<file path="src/rtl/mux_bus_arbiter.sv">
// Round-robin owner arbiter for the shared 16-bit 8:1 read-bus mux.
// Grants one requester at a time and enforces a hold limit and one turnaround cycle.
module mux_bus_arbiter #(
    parameter int unsigned MAX_HOLD = 8,
    parameter int unsigned CNT_W    = 4
) (
    input  logic       CLK,
    input  logic       RST,
    input  logic [7:0] REQ,
    output logic [2:0] SEL,
    output logic [7:0] GNT,
    output logic       BUS_VALID,
    output logic       TIMEOUT
);

    typedef enum logic [0:0] {
        StIdle = 1'b0,
        StBusy = 1'b1
    } state_e;

    localparam logic [CNT_W-1:0] HOLD_LIM = CNT_W'(MAX_HOLD);
    localparam logic [CNT_W-1:0] CNT_ONE  = CNT_W'(1);
    localparam logic [CNT_W-1:0] CNT_MAX  = {CNT_W{1'b1}};

    state_e           r_state;
    logic [2:0]       r_sel;
    logic [7:0]       r_gnt;
    logic             r_valid;
    logic             r_timeout;
    logic [CNT_W-1:0] r_cnt;
    logic [2:0]       r_last;

    logic             w_any;
    logic [2:0]       w_winner;
    logic             w_own_req;
    logic             w_hold_ok;
    logic [CNT_W-1:0] w_cnt_inc;

    // Search starts one past the last grantee so the most recent owner ranks lowest.
    always_comb begin
        logic [2:0] v_idx;
        w_any    = 1'b0;
        w_winner = r_last;
        v_idx    = 3'd0;
        for (int k = 1; k <= 8; k++) begin
            v_idx = r_last + 3'(k);
            if (!w_any && REQ[v_idx]) begin
                w_any    = 1'b1;
                w_winner = v_idx;
            end
        end
    end

    assign w_own_req = REQ[r_sel];
    assign w_hold_ok = (MAX_HOLD == 0) || (r_cnt < HOLD_LIM);
    assign w_cnt_inc = (r_cnt == CNT_MAX) ? r_cnt : r_cnt + CNT_ONE;

    always_ff @(posedge CLK or posedge RST) begin
        if (RST) begin
            r_state   <= StIdle;
            r_sel     <= 3'd0;
            r_gnt     <= 8'h00;
            r_valid   <= 1'b0;
            r_timeout <= 1'b0;
            r_cnt     <= '0;
            r_last    <= 3'd7;
        end else begin
            unique case (r_state)
                StIdle: begin
                    r_timeout <= 1'b0;
                    if (w_any) begin
                        r_gnt   <= 8'b1 << w_winner;
                        r_sel   <= w_winner;
                        r_valid <= 1'b1;
                        r_cnt   <= CNT_ONE;
                        r_last  <= w_winner;
                        r_state <= StBusy;
                    end
                end
                StBusy: begin
                    if (!w_own_req) begin
                        r_gnt     <= 8'h00;
                        r_valid   <= 1'b0;
                        r_timeout <= 1'b0;
                        r_state   <= StIdle;
                    end else if (w_hold_ok) begin
                        r_cnt     <= w_cnt_inc;
                        r_timeout <= 1'b0;
                    end else begin
                        // Forced release: owner still requests but used its full hold budget.
                        r_gnt     <= 8'h00;
                        r_valid   <= 1'b0;
                        r_timeout <= 1'b1;
                        r_state   <= StIdle;
                    end
                end
                default: begin
                    r_gnt     <= 8'h00;
                    r_valid   <= 1'b0;
                    r_timeout <= 1'b0;
                    r_state   <= StIdle;
                end
            endcase
        end
    end

    assign SEL       = r_sel;
    assign GNT       = r_gnt;
    assign BUS_VALID = r_valid;
    assign TIMEOUT   = r_timeout;

    a_gnt_onehot : assert property (@(posedge CLK) disable iff (RST) $onehot0(GNT));
    a_valid_eq   : assert property (@(posedge CLK) disable iff (RST) BUS_VALID == (|GNT));
    a_sel_match  : assert property (@(posedge CLK) disable iff (RST) BUS_VALID |-> GNT[SEL]);
    a_tout_idle  : assert property (@(posedge CLK) disable iff (RST) TIMEOUT |-> !BUS_VALID);

endmodule
</file>
<file path="config.mk">
export PLATFORM = sky130hd
export DESIGN_NAME = mux_bus_arbiter
export DESIGN_NICKNAME = d
export VERILOG_FILES = /design/src/rtl/mux_bus_arbiter.sv
export SDC_FILE = /design/constraint.sdc
export NUM_CORES = 1
export LEC_CHECK = 0
export ABC_CLOCK_PERIOD_IN_PS = 5550
export CORE_ASPECT_RATIO = 1.5
export CORE_MARGIN = 2
export CORE_UTILIZATION = 28
export CTS_CLUSTER_SIZE = 30
export DETAILED_ROUTE_END_ITERATION = 8
export GPL_TIMING_DRIVEN = 0
export HOLD_SLACK_MARGIN = 0.05
export PLACE_DENSITY = 0.47
export SLEW_MARGIN = 10
export SYNTH_ARGS = -nofsm -noshare
export SYNTH_HDL_FRONTEND = slang
export SYNTH_SLANG_ARGS = --single-unit
</file>
<file path="constraint.sdc">
create_clock -name CLK -period 5.55 [get_ports CLK]
set_input_delay 1.11 -clock CLK [delete_from_list [all_inputs] [get_ports CLK]]
set_output_delay 1.11 -clock CLK [all_outputs]
set_load 0.05 [all_outputs]
</file>
# Word level (Yosys, flattened, before mapping)
# Cells that the tools add are included.
[classes]
n_addsub = 8
n_mul = 0
div_mod_pow = 0
order_cmp = 10
eq_ne = 6
shift = 1
n_mux = 54
bitwise_logic = 1
n_reduce_logical = 17
[ops]
columns = ["operator", "count"]
rows = [
  ["3-bit by 4-bit < comparator with 1-bit output, second input constant", 9],
  ["1-bit binary-select mux with 3-bit select", 9],
  ["1-bit two-way mux", 25],
  ["3-bit two-way mux", 8],
  ["8-bit two-way mux", 3],
  ["4-bit two-way mux", 4],
  ["8-bit case mux with 2 select lines", 1],
  ["3-bit adder, second input constant", 4],
  ["4-bit case mux with 2 select lines", 1],
  ["1-bit by 3-bit << shifter with 8-bit output, first input constant", 1],
  ["1-bit logical AND", 7],
  ["1-bit zero test", 7],
  ["3-bit by 2-bit adder with 3-bit output, second input constant", 2],
  ["1-bit case mux with 2 select lines", 3],
  ["4-bit by 1-bit adder with 4-bit output, second input constant", 1],
  ["4-bit equality test, second input constant", 1],
  ["4-bit < comparator, second input constant", 1],
  ["2-bit by 1-bit inequality test with 1-bit output, second input constant", 2],
  ["2-bit inequality test, second input constant", 2],
  ["2-bit AND reduction", 2],
  ["4-bit AND reduction", 1],
  ["3-bit by 1-bit adder with 3-bit output, second input constant", 1],
  ["3-bit inequality test, second input constant", 1],
  ["1-bit inverter", 1],
]
[totals]
reg_bits = 21
latchBits = 0
ram_bits = 0
mem_bits_ro = 0
inputBits = 10
output_inout_bits = 13
wordCells = 104
memories = 0

# Depth between registers and ports, before layout
[depth]
word_depth = 28
depth_mapped = 14
ltp_nobuf = 9

# Worst setup path after synthesis
# No wires, ideal clock.
[synth_path]
path_type = "register to register"
startpoint = "register r_last[1]"
endpoint = "register r_gnt[6] (netlist: GNT[6])"
setup_ns = 0.104
arrival_ns = 3.857
t_required_ns = 5.446
path_slack_ns = 1.589
stages_incl_launch_ff = 12
cell_sequence = "dfstp_2 > buf_4 > buf_1 > inv_1 > ha_1 > clkbuf_1 > mux4_1 > mux2_4 > or4_4 > or3_4 > a41o_4 > o41ai_2"
[synth_between]
elab_chain_len = 28
elab_cells_between_ends = 58
cone_classes = "add/sub (7); eq/ne (1); shift (1); mux (34); reduce/logical (15)"
[synth_rtl]
columns = ["item", "line", "text"]
rows = [
  ["start: declaration", "31", "logic [2:0] r_last;"],
  ["start signal: assignment", "76", "r_last <= w_winner;"],
  ["3-bit by 1-bit adder with 3-bit output", "46", "v_idx = r_last + 3'(k);"],
  ["1-bit binary-select mux with 3-bit select", "47", "if (!w_any && REQ[v_idx]) begin"],
  ["1-bit two-way mux (implied by the code)", "47", ""],
  ["1-bit two-way mux", "47", ""],
  ["1-bit zero test", "47", ""],
  ["1-bit logical AND", "47", ""],
  ["1-bit two-way mux", "47", ""],
  ["1-bit zero test", "47", ""],
  ["[12 not listed]", "-", ""],
  ["1-bit logical AND", "47", ""],
  ["1-bit two-way mux", "47", ""],
  ["1-bit zero test", "47", ""],
  ["1-bit logical AND", "47", ""],
  ["3-bit two-way mux", "47", ""],
  ["1-bit by 3-bit << shifter with 8-bit output", "72", "r_gnt <= 8'b1 << w_winner;"],
  ["8-bit two-way mux", "71", "if (w_any) begin"],
  ["8-bit case mux with 2 select lines", "68", "unique case (r_state)"],
  ["end signal: assignment", "72", ""],
  ["end: declaration", "27", "logic [7:0] r_gnt;"],
]
# Several ways; a longest one is shown, not always the timed one. The select of a mux whose other input is x is not followed.
# A chain may end at the register's enable or synchronous reset.

# Final worst setup path
[layout_path]
startpoint = "register r_last[1]"
endpoint = "register r_gnt[1] (netlist: GNT[1])"
# The elaborated chain is that of the path after synthesis.

==> metrics.txt <==
# TYPE chip_impl_metric gauge
chip_impl_info{name="tritoncts",value="done"} 1
chip_impl_info{name="top_library_cells_by_usage_in_the_layout_fill_and_taps_aside",value="sky130_fd_sc_hd__clkdlybuf4s50_1, sky130_fd_sc_hd__nand2_1, sky130_fd_sc_hd__dfrtp_1, sky130_fd_sc_hd__mux4_2"} 1
chip_impl_metric{name="timing.critical_path.required",unit="ns"} 5.69
chip_impl_metric{name="worst_max_slew_pin_slew",unit="ns"} 0.788
chip_impl_info{name="worstSetupPathType",value="reg -> reg"} 1
chip_impl_metric{name="drv_cap",unit=""} 0
chip_impl_metric{name="htree_num_levels",unit=""} 1
chip_impl_metric{name="synth-edff-count",unit=""} 0
chip_impl_metric{name="synth_top_cell_area_share",unit="%"} 24.7
chip_impl_info{name="cp-end-kind",value="flip-flop"} 1
chip_impl_metric{name="die_height",unit="um"} 103
chip_impl_metric{name="antenna_found_initial",unit=""} 0
chip_impl_metric{name="finalNetCount",unit=""} 214
chip_impl_info{name="dominantRegCellSynth",value="sky130_fd_sc_hd__dfrtp_1"} 1
chip_impl_info{name="grt_setup_unrepaired",value="false"} 1
chip_impl_metric{name="post-cts-setup-buffer-count",unit=""} 0
chip_impl_metric{name="syn-cell-area",unit="mm2"} 0.00183
chip_impl_metric{name="cts_buffers",unit=""} 3
chip_impl_metric{name="post_synth_inst_count",unit=""} 174
chip_impl_metric{name="post_drt_wl_per_cell",unit="um"} 16.7
chip_impl_metric{name="initial_core_utilization",unit="%"} 28.5
chip_impl_metric{name="synth_async_sr_flop_share",unit="%"} 100
chip_impl_metric{name="crit_arrival",unit="ns"} 4.71
chip_impl_info{name="worst_setup_path_start_kind",value="flip-flop"} 1
chip_impl_metric{name="report.final.hold_viol_count",unit=""} 0
chip_impl_metric{name="finalSetupViolations",unit=""} 0
chip_impl_metric{name="via_count_of_the_first_global_routing_pass",unit=""} 1556
chip_impl_metric{name="num_vias",unit=""} 1477
chip_impl_metric{name="drt-vias-per-instance",unit=""} 5.35
chip_impl_info{name="final_common_cell",value="sky130_fd_sc_hd__clkdlybuf4s50_1"} 1
chip_impl_metric{name="holdBufCountCts",unit=""} 0
chip_impl_metric{name="clock_skews",unit="ns"} 0.00499
chip_impl_metric{name="net_count_synth",unit=""} 187
chip_impl_metric{name="drt.antenna.violating_nets",unit=""} 0
chip_impl_info{name="clock-root-buffer",value="sky130_fd_sc_hd__clkbuf_8"} 1
chip_impl_metric{name="max_slew_margin",unit="%"} 47.4
chip_impl_metric{name="path_max_fanout",unit=""} 10
chip_impl_metric{name="placement.io_buffers",unit=""} 22
chip_impl_metric{name="diodes",unit=""} 0
chip_impl_metric{name="ioPinCount",unit=""} 23
chip_impl_metric{name="core_area",unit="mm2"} 0.00640
chip_impl_metric{name="globalRouteOverflowTotal",unit=""} 0
chip_impl_metric{name="tns",unit="ns"} 0
chip_impl_metric{name="finalCriticalPeriod",unit="ns"} 4.57
chip_impl_metric{name="finalCritPeriodShare",unit="%"} 82.3
chip_impl_metric{name="postSynthAreaPerCell",unit="um2"} 10.5
chip_impl_metric{name="dpl-instance-area",unit="mm2"} 0.00214
chip_impl_metric{name="drt_first_iter_violations",unit=""} 57
chip_impl_metric{name="number_of_cells_in_the_design_after_placement",unit=""} 272
chip_impl_metric{name="hold_ws",unit="ns"} 0.485
chip_impl_metric{name="grt.total_usage",unit="%"} 14.2
chip_impl_metric{name="total_of_flip_flops_plus_latches_after_synthesis",unit=""} 21
chip_impl_metric{name="flow.area_growth_from_synthesis",unit="%"} 19.7
chip_impl_metric{name="die_width",unit="um"} 69.9
chip_impl_metric{name="ys_warn_count",unit=""} 0
chip_impl_metric{name="postLayoutCellArea",unit="mm2"} 0.00219
chip_impl_info{name="synth_top_cells_by_area",value="sky130_fd_sc_hd__dfrtp_1, sky130_fd_sc_hd__mux4_2, sky130_fd_sc_hd__dfstp_2, sky130_fd_sc_hd__nand2_1, sky130_fd_sc_hd__mux2_2"} 1
chip_impl_metric{name="cts.repair.resized",unit=""} 0
chip_impl_metric{name="finalWirelength",unit="um"} 4600
chip_impl_metric{name="clock_insertion_delay_worst_skew",unit="ns"} 0.26
chip_impl_metric{name="max_freq",unit="GHz"} 0.219
chip_impl_metric{name="detail_route.first_pass.iterations",unit=""} 4
chip_impl_info{name="netlist.top_cell.by_area",value="sky130_fd_sc_hd__dfrtp_1"} 1
chip_impl_info{name="status",value="finished, final reports clean"} 1
chip_impl_metric{name="clock-sinks",unit=""} 21
chip_impl_metric{name="finalWeightedCongestion",unit=""} 0.748
chip_impl_metric{name="place_hpwl",unit="um"} 3710
chip_impl_info{name="hold_path.class",value="reg -> reg"} 1
chip_impl_metric{name="fraction_of_final_layout_cells_sized_beyond_drive_strength_1",unit="%"} 19.0
chip_impl_metric{name="placement_rows",unit=""} 36
chip_impl_metric{name="synth-seq-area-share",unit="%"} 29.0
chip_impl_metric{name="slew_viol_final",unit=""} 0
chip_impl_metric{name="die-area",unit="mm2"} 0.00719
chip_impl_metric{name="grt_first_pass_wirelength",unit="um"} 8090
chip_impl_metric{name="post_synth_num_cell_types",unit=""} 51
chip_impl_metric{name="clkSlewWorstSetupHoldPaths",unit="ns"} 0.07
chip_impl_metric{name="post-route-drc-count",unit=""} 0
chip_impl_metric{name="instances_no_fill",unit=""} 276
chip_impl_metric{name="cts_max_path_buffers",unit=""} 2
chip_impl_metric{name="grt_max_degree",unit=""} 22
per-layer routing:
metal / up-vias / global-route usage (%) / wire length (um)
met5: - / 0 / 0
met4: 0 / 6.36 / 150
met3: 9 / 0.684 / 60
met2: 20 / 28.4 / 2600
met1: 722 / 15.3 / 1780
li1: 726 / - / -
cells by family after synthesis:
kind of cell	after synthesis	share of synthesized area, %
flops	21	29.0
fa+ha+maj	3	2.06
xor+xnor	8	3.84
compound gates	45	19.2
mux	29	28.0
simple gates	50	13.5
buf+inv	18	4.45
critical path: stages, from the launching register on:
cell	delay (ns)
sky130_fd_sc_hd__dfstp_2	0.53
sky130_fd_sc_hd__buf_4	0.18
sky130_fd_sc_hd__buf_1	0.41
sky130_fd_sc_hd__inv_1	0.13
sky130_fd_sc_hd__ha_1	0.29
sky130_fd_sc_hd__clkbuf_1	0.41
sky130_fd_sc_hd__mux4_1	0.51
sky130_fd_sc_hd__mux2_4	0.34
sky130_fd_sc_hd__or4_4	0.57
sky130_fd_sc_hd__nor3b_2	0.32
sky130_fd_sc_hd__or2_1	0.14
sky130_fd_sc_hd__buf_2	0.21
sky130_fd_sc_hd__a21oi_1	0.11
sky130_fd_sc_hd__a32o_1	0.29
flip-flops by register name, summed over array words and instances (netlist names):
register,flops
r_cnt,4
SEL,3
TIMEOUT,1
r_last,3
GNT,8
BUS_VALID,1
r_state,1
worst paths after layout:
kind | from | to | slack (ns) | cells past startpoint
setup / recovery | r_last[1] | GNT[1] | 0.98 | 13
hold / removal | GNT[3] | GNT[3] | 0.48 | 2
setup reg to reg | r_last[1] | GNT[1] | 0.98 | 13
hold reg to reg | GNT[3] | GNT[3] | 0.48 | 2
max in group asynchronous | RST | BUS_VALID | 3.76 | 2
min in group asynchronous | RST | GNT[1] | 1.30 | 2
area by class of cell:
cell class	count	area, um2
plain buffers	9	47.5
clock buffers	4	45.0
fillers	692	4210
inverters	9	33.8
multi-input cells	135	1210
flip-flops and latches	21	529
well taps	76	95.1
repair buffers	22	220
cells in the mapped netlist (all sizes together) (2+ instances only):
cell type	n
xor2	4
dfrtp	18
nand3	3
a31oi	3
mux2i	6
nor2b	2
mux2	7
nor2	9
nand2b	3
inv	8
clkbuf	4
xnor2	4
mux4	16
a21oi	9
o21ai	9
o41ai	4
o21bai	2
a32o	4
a41oi	2
dfstp	3
nor3	5
and2	2
buf	5
ha	3
nand2	20
o211ai	2
stage by stage:
stage	worst slack (ns)	util, %
floorplan	1.59	-
global placement	0.937	33.5
detailed placement	0.924	33.5
CTS	0.905	34.2
global route	0.636	34.2
finish	0.982	34.2
Power is not shown: default switching activity piles up to over one toggle a cycle in this logic, so the estimate is an artifact.
